## src/rtl/alu_secuenciador_if.sv

```systemverilog
// Command, ALU and result bundle for the ALU command sequencer.
// The slave side is the sequencer; the master side is its environment.
interface alu_secuenciador_if #(
    parameter int CNT_W = 16
);
    logic             cmd_valid;
    logic             cmd_ready;
    logic [1:0]       cmd_sel;
    logic [7:0]       cmd_a;
    logic [7:0]       cmd_b;
    logic [1:0]       alu_sel;
    logic [7:0]       alu_a;
    logic [7:0]       alu_b;
    logic [8:0]       alu_c;
    logic             res_valid;
    logic             res_ready;
    logic [8:0]       res_data;
    logic [1:0]       res_sel;
    logic [CNT_W-1:0] op_count;
    logic             busy;

    modport slave (
        input  cmd_valid, cmd_sel, cmd_a, cmd_b, alu_c, res_ready,
        output cmd_ready, alu_sel, alu_a, alu_b,
        output res_valid, res_data, res_sel, op_count, busy
    );

    modport master (
        output cmd_valid, cmd_sel, cmd_a, cmd_b, alu_c, res_ready,
        input  cmd_ready, alu_sel, alu_a, alu_b,
        input  res_valid, res_data, res_sel, op_count, busy
    );
endinterface

```

## src/rtl/alu_secuenciador.sv

```systemverilog
// Command stage for the 8-bit ALU: FIFO-buffered commands, ALU drive
// with a settle window, registered result on a valid/ready port.
module alu_secuenciador #(
    parameter int DEPTH  = 4,
    parameter int SETTLE = 1,
    parameter int CNT_W  = 16
) (
    input logic              clk,
    input logic              rst_n,
    alu_secuenciador_if.slave bus
);
    localparam int AW = $clog2(DEPTH);
    localparam int SW = $clog2(SETTLE + 1);

    typedef enum logic [1:0] {IDLE, DRIVE, HOLD} state_t;

    typedef struct packed {
        logic [1:0] sel;
        logic [7:0] a;
        logic [7:0] b;
    } cmd_t;

    cmd_t             mem_q [DEPTH];
    logic [AW-1:0]    wr_q;
    logic [AW-1:0]    rd_q;
    logic [AW:0]      cnt_q;
    logic [AW:0]      cnt_d;
    logic             empty;
    logic             full;
    logic             push;
    logic             pop;
    cmd_t             head;

    state_t           state_q;
    logic [SW-1:0]    set_q;
    logic [1:0]       sel_q;
    logic [7:0]       a_q;
    logic [7:0]       b_q;
    logic [8:0]       rdata_q;
    logic [1:0]       rsel_q;
    logic             rvalid_q;
    logic [CNT_W-1:0] opcnt_q;

    assign empty = (cnt_q == '0);
    assign full  = (cnt_q == (AW+1)'(DEPTH));
    assign head  = mem_q[rd_q];
    assign push  = bus.cmd_valid && bus.cmd_ready;
    assign pop   = !empty &&
                   ((state_q == IDLE) || (state_q == HOLD && bus.res_ready));

    assign bus.cmd_ready = rst_n && !full;
    assign bus.alu_sel   = sel_q;
    assign bus.alu_a     = a_q;
    assign bus.alu_b     = b_q;
    assign bus.res_valid = rvalid_q;
    assign bus.res_data  = rdata_q;
    assign bus.res_sel   = rsel_q;
    assign bus.op_count  = opcnt_q;
    assign bus.busy      = (state_q != IDLE) || !empty;

    // Occupancy: simultaneous push and pop leave it unchanged.
    always_comb begin
        cnt_d = cnt_q;
        if (push && !pop)
            cnt_d = cnt_q + 1'b1;
        else if (pop && !push)
            cnt_d = cnt_q - 1'b1;
    end

    // Command FIFO storage and pointers.
    always_ff @(posedge clk or negedge rst_n) begin
        if (!rst_n) begin
            for (int i = 0; i < DEPTH; i++)
                mem_q[i] <= '0;
            wr_q  <= '0;
            rd_q  <= '0;
            cnt_q <= '0;
        end else begin
            if (push) begin
                mem_q[wr_q] <= '{sel: bus.cmd_sel, a: bus.cmd_a, b: bus.cmd_b};
                wr_q        <= wr_q + 1'b1;
            end
            if (pop)
                rd_q <= rd_q + 1'b1;
            cnt_q <= cnt_d;
        end
    end

    // Sequencer: load ALU inputs, wait the settle window, hold the result.
    always_ff @(posedge clk or negedge rst_n) begin
        if (!rst_n) begin
            state_q  <= IDLE;
            set_q    <= '0;
            sel_q    <= '0;
            a_q      <= '0;
            b_q      <= '0;
            rdata_q  <= '0;
            rsel_q   <= '0;
            rvalid_q <= 1'b0;
            opcnt_q  <= '0;
        end else begin
            unique case (state_q)
                IDLE: begin
                    if (pop) begin
                        sel_q   <= head.sel;
                        a_q     <= head.a;
                        b_q     <= head.b;
                        set_q   <= '0;
                        state_q <= DRIVE;
                    end
                end
                DRIVE: begin
                    set_q <= set_q + 1'b1;
                    if (set_q == SW'(SETTLE - 1)) begin
                        rdata_q  <= bus.alu_c;
                        rsel_q   <= sel_q;
                        rvalid_q <= 1'b1;
                        state_q  <= HOLD;
                    end
                end
                HOLD: begin
                    if (bus.res_ready) begin
                        opcnt_q  <= opcnt_q + 1'b1;
                        rvalid_q <= 1'b0;
                        if (pop) begin
                            sel_q   <= head.sel;
                            a_q     <= head.a;
                            b_q     <= head.b;
                            set_q   <= '0;
                            state_q <= DRIVE;
                        end else begin
                            state_q <= IDLE;
                        end
                    end
                end
                default: state_q <= IDLE;
            endcase
        end
    end
endmodule
```

## src/flat_wrapper.sv

```systemverilog
// flat-port wrapper written by rule: the top's interface ports become plain ports
module alu_secuenciador_flat 
#(
    parameter int DEPTH  = 4,
    parameter int SETTLE = 1,
    parameter int CNT_W  = 16
)
  (clk, rst_n, bus_cmd_valid, bus_cmd_sel, bus_cmd_a, bus_cmd_b, bus_alu_c, bus_res_ready, bus_cmd_ready, bus_alu_sel, bus_alu_a, bus_alu_b, bus_res_valid, bus_res_data, bus_res_sel, bus_op_count, bus_busy);
  alu_secuenciador_if #(.CNT_W(CNT_W)) bus_i ();
  input logic clk;
  input logic rst_n;
  input wire logic [$bits(bus_i.cmd_valid)-1:0] bus_cmd_valid;
  input wire logic [$bits(bus_i.cmd_sel)-1:0] bus_cmd_sel;
  input wire logic [$bits(bus_i.cmd_a)-1:0] bus_cmd_a;
  input wire logic [$bits(bus_i.cmd_b)-1:0] bus_cmd_b;
  input wire logic [$bits(bus_i.alu_c)-1:0] bus_alu_c;
  input wire logic [$bits(bus_i.res_ready)-1:0] bus_res_ready;
  output wire logic [$bits(bus_i.cmd_ready)-1:0] bus_cmd_ready;
  output wire logic [$bits(bus_i.alu_sel)-1:0] bus_alu_sel;
  output wire logic [$bits(bus_i.alu_a)-1:0] bus_alu_a;
  output wire logic [$bits(bus_i.alu_b)-1:0] bus_alu_b;
  output wire logic [$bits(bus_i.res_valid)-1:0] bus_res_valid;
  output wire logic [$bits(bus_i.res_data)-1:0] bus_res_data;
  output wire logic [$bits(bus_i.res_sel)-1:0] bus_res_sel;
  output wire logic [$bits(bus_i.op_count)-1:0] bus_op_count;
  output wire logic [$bits(bus_i.busy)-1:0] bus_busy;
  assign bus_i.cmd_valid = bus_cmd_valid;
  assign bus_i.cmd_sel = bus_cmd_sel;
  assign bus_i.cmd_a = bus_cmd_a;
  assign bus_i.cmd_b = bus_cmd_b;
  assign bus_i.alu_c = bus_alu_c;
  assign bus_i.res_ready = bus_res_ready;
  assign bus_cmd_ready = bus_i.cmd_ready;
  assign bus_alu_sel = bus_i.alu_sel;
  assign bus_alu_a = bus_i.alu_a;
  assign bus_alu_b = bus_i.alu_b;
  assign bus_res_valid = bus_i.res_valid;
  assign bus_res_data = bus_i.res_data;
  assign bus_res_sel = bus_i.res_sel;
  assign bus_op_count = bus_i.op_count;
  assign bus_busy = bus_i.busy;
  alu_secuenciador #(.DEPTH(DEPTH), .SETTLE(SETTLE), .CNT_W(CNT_W)) u_core (.clk(clk), .rst_n(rst_n), .bus(bus_i));
endmodule
```

## config.mk

```make
export PLATFORM = sky130hd
export DESIGN_NAME = alu_secuenciador_flat
export DESIGN_NICKNAME = d
export VERILOG_FILES = /design/src/rtl/alu_secuenciador_if.sv /design/src/rtl/alu_secuenciador.sv /design/src/flat_wrapper.sv
export SDC_FILE = /design/constraint.sdc
export NUM_CORES = 1
export LEC_CHECK = 0
export CORE_MARGIN = 10
export CORE_UTILIZATION = 29
export DETAILED_ROUTE_END_ITERATION = 8
export PLACE_DENSITY = 0.5
export REMOVE_ABC_BUFFERS = 1
export SKIP_CTS_REPAIR_TIMING = 1
export SLEW_MARGIN = 40
export SYNTH_ARGS = -nofsm -noshare
export SYNTH_HDL_FRONTEND = slang
export SYNTH_SLANG_ARGS = --single-unit
```

## constraint.sdc

```tcl
create_clock -name clk -period 2.8 [get_ports clk]
set_input_delay 0.56 -clock clk [delete_from_list [all_inputs] [get_ports clk]]
set_output_delay 0.56 -clock clk [all_outputs]
set_load 0.005 [all_outputs]
```

==> flow_metrics.py, run 1 <==
metrics = {
    "status": {
        "status": "complete, no violations",
    },
    "final_layout": {
        "antennaDiodeCount": 0,
        "fin_area_um2": 7360,
        "drive_gt1_share_pct": 38.0,
        "synthToLayoutAreaGrowth_pct": 29.7,
        "n_fill_cell": 1812,
        "nNetsFinal": 480,
        "final_cells": 720,
    },
    "global_route": {
        "track_usage_pct": 9.99,
        "grt_pass1_vias": 3514,
        "busiest_layer": "met2",
        "antenna_found_initial": 0,
        "grtUsageMet1_pct": 12.7,
        "met2_usage_pct": 15.3,
        "grt-ovfl-total": 0,
        "grt_max_degree": 70,
        "grt_pass1_wl_um": 20000,
        "grt_use_met3_pct": 3.39,
    },
    "die": {
        "core-area_um2": 19300,
        "initial_core_util_pct": 29.4,
        "fp.dieW_um": 160,
        "dieArea_um2": 25600,
        "io_pins": 79,
        "die_h_um": 160,
        "fp-row-count": 51,
    },
    "synth": {
        "seq_area_frac_synth_pct": 56.4,
        "netlist_area_um2": 5680,
        "synth_edf_count": 0,
        "synthCells": 347,
        "synth-seq-cells": 128,
        "synth_top_area_share_pct": 56.4,
        "synthFlopType": "dfrtp_1",
        "synth_cell_types": 32,
        "yosysWarningCount": 0,
        "synth.largest_area_cell": "dfrtp_1",
        "synth_area_leaders": "dfrtp_1, mux2_2, mux2_4, mux4_2, xnor2_1",
        "avgSynthCellArea_um2": 16.4,
        "async_reset_ff_share_pct": 100,
    },
    "power_and_ir_drop": {
        "irDropWorstVdd_v": 0.000352,
        "p_int_w": 0.00629,
        "power.density_nw_per_um2": 1170,
        "comb_power_share_pct": 35.7,
        "p_leak_nw": 3.18,
        "p_switching_w": 0.00235,
        "pwr-share-clk_pct": 26.7,
        "pwr-share-seq_pct": 37.6,
        "p_sw_share_pct": 27.2,
        "power_w": 0.00864,
    },
    "place": {
        "hpwl_um": 8140,
        "dp.cells": 688,
        "gp_congestion": 0.708,
        "place_area_um2": 6740,
        "io_buffers": 78,
        "dp_slack_ps": 149,
    },
    "timing": {
        "worst_pin_slew_ps": 631,
        "drv_slew": 0,
        "period_minus_slack_ps": 2390,
        "clock-skew-final_ps": 5.74,
        "fin_crit_sh_pct": 85.3,
        "setup_tns_ps": 0,
        "relSlewSlack_pct": 57.9,
        "worst_slack_ps": 411,
        "fmax_ghz": 0.419,
        "rsz0062_at_grt": "no",
        "setup_violations": 0,
        "hold_viol": 0,
    },
    "detailed_routing": {
        "drt-total-wl_um": 12200,
        "num_vias": 3148,
        "firstDrtPassIters": 5,
        "drc": 0,
        "drt_iter0_markers": 134,
        "drt-vias-per-instance": 4.37,
        "detail-route-antenna-nets": 0,
        "wl_per_cell_um": 17.0,
    },
    "worst_setup_path": {
        "worst_path_largest_cell_delay_ps": 480,
        "r2r_start": "u_core.cnt_q[0]",
        "required_ps": 2240,
        "endpoint_kind": "primary output",
        "crit_start": "u_core.cnt_q[0]",
        "crit_chain": "nor3_1 -> nand2_1 -> clkdlybuf4s50_1",
        "critical-path-slowest-cell": "clkdlybuf4s50_1",
        "arrival_ps": 1830,
        "cp_max_fo": 4,
        "cp-start-kind": "flop",
        "worstSetupPathType": "reg2out",
    },
    "job": {
        "max_cap_viol_count": 0,
    },
    "clocking": {
        "cts_tree": "done",
        "clock-sinks": 128,
        "root_buffer": "clkbuf_16",
        "clk_latency_ps": 410,
        "cts_made_buffers": 17,
        "clockBufferDepth": 2,
        "htreeDepth": 4,
        "clk_pin_slew_ps": 60,
    },
    "min_path": {
        "min_path_type": "in2async",
    },
}
-- layout make-up --
type | instances | area (um^2) | share of cell area (%)
Timing Repair Buffer | 91 | 887 | 12.0
Clock inverter | 10 | 131 | 1.78
Clock buffer | 22 | 494 | 6.71
Sequential cell | 128 | 3200 | 43.5
Multi-Input combinational cell | 196 | 2290 | 31.1
Tap cell | 265 | 332 | 4.50
Inverter | 8 | 30.0 | 0.408
-- sequential cells by signal (all words and copies together), names as in the netlist --
register              cells
u_core.bus.alu_a          8
u_core.bus.alu_b          8
u_core.bus.alu_sel        2
u_core.bus.op_count      16
u_core.bus.res_data       9
u_core.bus.res_sel        2
u_core.bus.res_valid      1
u_core.cnt_q              3
u_core.mem_q             72
u_core.rd_q               2
u_core.set_q              1
u_core.state_q            2
u_core.wr_q               2
-- Yosys cell counts (all sizes together), types with 2 or more instances --
library cell,count
dfrtp,128
buf,15
xnor2,14
mux2,104
mux4,18
xor2,7
and3,7
a21o,2
nand4,2
nand3,5
nand2,10
inv,8
nor3,4
nor2,7
ha,6
-- layer usage --
| metal | up-vias | wire (um) |
|---|---|---|
| met5 | - | 0 |
| met4 | 0 | 184 |
| met3 | 16 | 628 |
| met2 | 79 | 5670 |
| met1 | 1617 | 5760 |
| li1 | 1436 | - |
-- worst max-delay path: cells and delay by family (launching register included) --
kind | cells | cell delay (ps)
buffers and inverters | 1 | 480
flip-flops | 1 | 430
AND/OR/NAND/NOR | 2 | 500
-- final timing paths --
check | slack, ps | depth (start not counted) | to
min reg2reg | 470 | 1 | u_core.bus.op_count[15]
max | 410 | 3 | bus_busy
min in group clk | 470 | 1 | u_core.bus.op_count[15]
max in group asynchronous | 1590 | 3 | u_core.mem_q[11]
max reg2reg | 620 | 10 | u_core.cnt_q[2]
min | 250 | 2 | u_core.bus.op_count[10]
-- cell usage in the layout (no fill, tap or decap) --
cell             synthesis  final
mux2_4                  40     40
nor4_1                   1      1
xor2_1                   7      7
dfrtp_1                128    128
and2_1                   1      1
clkdlybuf4s50_1          0     77
a21o_1                   2      2
nor2b_1                  1      1
clkinvlp_4               0      1
xnor2_1                 14     14
mux2_2                  63     63
bufinv_16                0      3
ha_1                     6      6
nand2_1                 10     10
nor3_1                   1      1
nand3b_4                 1      1
nor2_1                   6      6
nor3_4                   0      1
nor3_2                   3      2
mux2_1                   1      1
fa_1                     1      1
buf_6                    4      3
inv_1                    8      8
nand4_1                  2      2
o21bai_1                 1      1
clkbuf_8                 0      5
nor2_2                   1      1
buf_4                    1     11
nand3_1                  5      5
mux4_2                  18     18
nand2b_1                 1      1
nand4b_1                 1      1
and3_1                   7      7
clkbuf_16                0     17
clkinv_4                 0      1
clkinv_2                 0      5
o21ai_0                  1      1
a21boi_2                 1      1
-- power groups by stage --
stage,logic [W],registers [W],clock network [W]
finish,0.00308,0.00325,0.00231
global route,0.00337,0.00337,0.00245
CTS,0.00317,0.00326,0.00237
detailed placement,0.00317,0.00327,0
global placement,0.00308,0.00323,0
floorplan,0.00197,0.00323,0
-- cell families (layout without fill, tap and decap cells) --
logic type | count (synthesis) | count (layout) | synth area share (%)
flip-flops | 128 | 128 | 56.4
multiplexers | 122 | 122 | 30.4
AO/OA/AOI/OAI | 5 | 5 | 0.683
AND/OR/NAND/NOR | 41 | 41 | 4.17
adder cells (fa/ha/maj) | 7 | 7 | 1.68
XOR/XNOR | 21 | 21 | 3.24
buffers and inverters | 23 | 131 | 3.39
-- metrics by stage --
| step | utilization (%) | hold slack, ps |
|---|---|---|
| final | 38.1 | 250 |
| after global routing | 38.1 | 301 |
| after global placement | 34.8 | 459 |
| after CTS | 38.1 | 268 |
| after detailed placement | 34.8 | 465 |
| after floorplan | - | 264 |
(Power assumes the default switching activity.)
==> inputs of run 2 (changes only) <==
- SETUP_SLACK_MARGIN: unset -> 0.2
- SLEW_MARGIN: 40 -> unset
==> flow_metrics.py, run 2 (synthesized netlist as in run 1, its figures left out) <==
metrics = {
    "global_route": {
        "grt-ovfl-total": 0,
        "grt_max_degree": 70,
        "antenna_found_initial": 0,
        "grt_pass1_wl_um": 20000,
        "track_usage_pct": 10.0,
        "grt_pass1_vias": 3523,
    },
    "timing": {
        "fmax_ghz": 0.420,
        "hold_viol": 0,
        "worst_slack_ps": 419,
        "rsz0062_at_grt": "no",
        "drv_slew": 0,
        "period_minus_slack_ps": 2380,
        "setup_violations": 0,
        "setup_tns_ps": 0,
        "fin_crit_sh_pct": 85.0,
        "worst_pin_slew_ps": 893,
        "clock-skew-final_ps": 6.69,
        "relSlewSlack_pct": 40.5,
        "whs_ps": 370,
    },
    "die": {
        "fp-row-count": 51,
        "fp.dieW_um": 160,
        "io_pins": 79,
        "die_h_um": 160,
        "initial_core_util_pct": 29.4,
        "core-area_um2": 19300,
        "dieArea_um2": 25600,
    },
    "place": {
        "io_buffers": 78,
        "hpwl_um": 8140,
        "dp_slack_ps": 156,
        "gp_congestion": 0.708,
        "dp.cells": 688,
    },
    "min_path": {
        "min_path_type": "in2async",
    },
    "worst_setup_path": {
        "cp_max_fo": 4,
        "worstSetupPathType": "reg2out",
        "endpoint_kind": "primary output",
        "cp-start-kind": "flop",
        "required_ps": 2240,
        "arrival_ps": 1820,
    },
    "detailed_routing": {
        "routed-wl-met3_um": 541,
        "detail-route-antenna-nets": 0,
        "drt_iter0_markers": 138,
        "wl_met1_um": 5910,
        "drt-total-wl_um": 12300,
        "wl_per_cell_um": 17.0,
        "firstDrtPassIters": 4,
        "drt-vias-per-instance": 4.40,
        "drc": 0,
        "dr_wl_met2_um": 5540,
        "top_layer": "met4",
        "num_vias": 3169,
    },
    "clocking": {
        "cts_tree": "done",
        "clock-sinks": 128,
        "cts_made_buffers": 17,
        "root_buffer": "clkbuf_16",
        "clk_latency_ps": 410,
        "clk_pin_slew_ps": 50,
        "htreeDepth": 4,
        "clockBufferDepth": 2,
    },
    "power_and_ir_drop": {
        "power.density_nw_per_um2": 1170,
        "p_int_w": 0.00629,
        "p_leak_nw": 3.17,
        "pwr-share-seq_pct": 37.6,
        "comb_power_share_pct": 35.7,
        "p_sw_share_pct": 27.2,
        "p_switching_w": 0.00235,
        "irDropWorstVdd_v": 0.000355,
        "pwr-share-clk_pct": 26.7,
    },
    "final_layout": {
        "nNetsFinal": 480,
        "layout_common_cells": "dfrtp_1, clkdlybuf4s50_1, mux2_2",
        "final_cells": 720,
        "regMostFlops": "u_core.mem_q",
        "final_common_cell": "dfrtp_1",
        "antennaDiodeCount": 0,
        "synthToLayoutAreaGrowth_pct": 29.6,
        "largest_reg_flops": 72,
        "drive_gt1_share_pct": 38.0,
    },
    "status": {
        "status": "complete, no violations",
    },
    "job": {
        "max_cap_viol_count": 0,
    },
}
-- run 2: routing by layer --
metal	global-route usage, %	vias up
met5	0	-
met4	4.55	0
met3	3.29	17
met2	14.9	79
met1	12.9	1636
li1	-	1437
-- run 2: stage by stage --
stage / area, um^2 / total power [W] / util [%]
2_1_floorplan: 5510 / 0.00519 / -
3_3_place_gp: 6730 / 0.00631 / 34.8
3_5_place_dp: 6730 / 0.00644 / 34.8
4_1_cts: 7360 / 0.00880 / 38.1
5_1_grt: 7360 / 0.00920 / 38.1
6_report: 7360 / 0.00863 / 38.1
-- run 2: cell type report --
cell class                 count  area (um^2)
fill                        1830        12000
multi-input combinational    196         2290
inverter                       8         30.0
clock inverter                10          131
timing repair buffer          91          880
tap                          265          332
clock buffer                  22          494
sequential                   128         3200
-- run 2: final timing paths --
check | from | slack (ps) | cells past startpoint | end
max | u_core.cnt_q[0] | 420 | 3 | bus_busy
min | rst_n | 370 | 2 | u_core.bus.op_count[10]
max reg2reg | u_core.cnt_q[0] | 630 | 10 | u_core.cnt_q[2]
min reg2reg | u_core.bus.op_count[15] | 470 | 1 | u_core.bus.op_count[15]
max in group asynchronous | rst_n | 1120 | 3 | u_core.bus.alu_a[3]
min in group clk | u_core.bus.op_count[15] | 470 | 1 | u_core.bus.op_count[15]
-- run 2: power by group through the flow --
stage               Combinational, W  Clock, W  Sequential, W
floorplan                    0.00197         0        0.00323
global placement             0.00308         0        0.00323
detailed placement           0.00316         0        0.00328
CTS                          0.00317   0.00237        0.00325
global route                 0.00337   0.00246        0.00337
finish                       0.00308   0.00231        0.00325
-- run 2: critical path, stage by stage, from the launching register on --
cell             delay, ps
dfrtp_1                430
nor3_1                 400
nand2_1                 90
clkdlybuf4s50_1        480
==> inputs of run 3 (changes only) <==
- CTS_BUF_LIST: unset -> sky130_fd_sc_hd__clkbuf_4 sky130_fd_sc_hd__clkbuf_8
==> flow_metrics.py, run 3 (synthesized netlist as in run 1, its figures left out) <==
metrics = {
    "status": {
        "status": "complete, no violations",
    },
    "worst_setup_path": {
        "endpoint_kind": "primary output",
        "cp-start-kind": "flop",
        "worstSetupPathType": "reg2out",
        "required_ps": 2240,
        "arrival_ps": 1840,
        "rrSetupSlack_ps": 630,
        "cp_max_fo": 4,
    },
    "timing": {
        "worst_pin_slew_ps": 879,
        "period_minus_slack_ps": 2400,
        "whs_ps": 343,
        "hold_viol": 0,
        "rsz0062_at_grt": "no",
        "clock-skew-final_ps": 9.32,
        "relSlewSlack_pct": 41.4,
        "setup_violations": 0,
        "drv_slew": 0,
        "setup_tns_ps": 0,
        "fmax_ghz": 0.416,
        "fin_crit_sh_pct": 85.8,
    },
    "clocking": {
        "htreeDepth": 4,
        "cts_tree": "done",
        "clk_pin_slew_ps": 70,
        "cts_made_buffers": 17,
        "clockBufferDepth": 2,
        "clk_latency_ps": 430,
        "root_buffer": "clkbuf_8",
        "clock-sinks": 128,
    },
    "die": {
        "dieArea_um2": 25600,
        "core-area_um2": 19300,
        "initial_core_util_pct": 29.4,
        "fp.dieW_um": 160,
        "die_h_um": 160,
        "fp-row-count": 51,
        "io_pins": 79,
    },
    "global_route": {
        "grtUsageMet1_pct": 12.8,
        "busiest_layer": "met2",
        "antenna_found_initial": 0,
        "grt-ovfl-total": 0,
        "grt_pass1_wl_um": 20000,
        "met2_usage_pct": 15.0,
        "grt_max_degree": 70,
        "grt_pass1_vias": 3520,
        "track_usage_pct": 9.97,
        "grt_use_met3_pct": 3.37,
    },
    "detailed_routing": {
        "drt-vias-per-instance": 4.42,
        "drt-total-wl_um": 12200,
        "num_vias": 3183,
        "drt_iter0_markers": 137,
        "drc": 0,
        "detail-route-antenna-nets": 0,
        "wl_per_cell_um": 16.9,
        "firstDrtPassIters": 4,
    },
    "final_layout": {
        "largest_reg_flops": 72,
        "regMostFlops": "u_core.mem_q",
        "layout_common_cells": "dfrtp_1, clkdlybuf4s50_1, mux2_2",
        "antennaDiodeCount": 0,
        "final_common_cell": "dfrtp_1",
        "drive_gt1_share_pct": 38.0,
        "synthToLayoutAreaGrowth_pct": 26.2,
        "nNetsFinal": 480,
    },
    "place": {
        "hpwl_um": 8140,
        "gp_congestion": 0.708,
        "io_buffers": 78,
    },
    "min_path": {
        "min_path_type": "in2async",
    },
    "power_and_ir_drop": {
        "p_sw_share_pct": 28.2,
        "p_int_w": 0.00576,
        "power_w": 0.00802,
        "pwr-share-clk_pct": 21.3,
        "p_leak_nw": 3.09,
        "power.density_nw_per_um2": 1120,
        "comb_power_share_pct": 38.4,
        "p_switching_w": 0.00226,
        "pwr-share-seq_pct": 40.4,
        "irDropWorstVdd_v": 0.000279,
    },
    "job": {
        "max_cap_viol_count": 0,
    },
}
[run 3: cell counts in the layout (fill, tap and decap cells not counted)]
No cell type changed its count.
[run 3: final cells by class]
| type | instances | area (um^2) |
|---|---|---|
| fillers | 1853 | 12200 |
| well taps | 265 | 332 |
| flip-flops and latches | 128 | 3200 |
| clock buffers | 22 | 303 |
| inverters | 8 | 30.0 |
| clock inverters | 10 | 131 |
| multi-input cells | 196 | 2290 |
| repair buffers | 91 | 880 |
[run 3: path summary, 6_finish.rpt]
kind | from | to | depth (start not counted)
max | u_core.cnt_q[0] | bus_busy | 3
min | rst_n | u_core.bus.op_count[10] | 2
max reg2reg | u_core.cnt_q[0] | u_core.cnt_q[2] | 10
min reg2reg | u_core.bus.op_count[15] | u_core.bus.op_count[15] | 1
max in group asynchronous | rst_n | u_core.bus.alu_a[3] | 3
min in group clk | u_core.bus.op_count[15] | u_core.bus.op_count[15] | 1
[run 3: per-layer routing]
metal / up-vias / routed length (um)
li1: 1435 / -
met1: 1643 / 5820
met2: 83 / 5570
met3: 22 / 563
met4: 0 / 224
met5: - / 0
[run 3: power by group through the flow]
stage	registers [W]	clock network (W)	logic [W]
floorplan	0.00323	0	0.00197
global placement	0.00323	0	0.00308
detailed placement	0.00328	0	0.00316
CTS	0.00325	0.00178	0.00317
global route	0.00336	0.00186	0.00337
finish	0.00324	0.00171	0.00308
[run 3: through the flow]
step	std cells	cell area (um^2)	setup WS [ps]	util, %
after global placement	688	6730	207	34.8
after CTS	720	7170	318	37.1
after detailed placement	688	6730	156	34.8
after floorplan	332	5510	112	-
final	720	7170	397	37.1
after global routing	720	7170	254	37.1
[run 3: worst max-delay path, stage by stage, from the launching register on]
cell and delay, ps:
dfrtp_1 440, nor3_1 400, nand2_1 90, clkdlybuf4s50_1 480
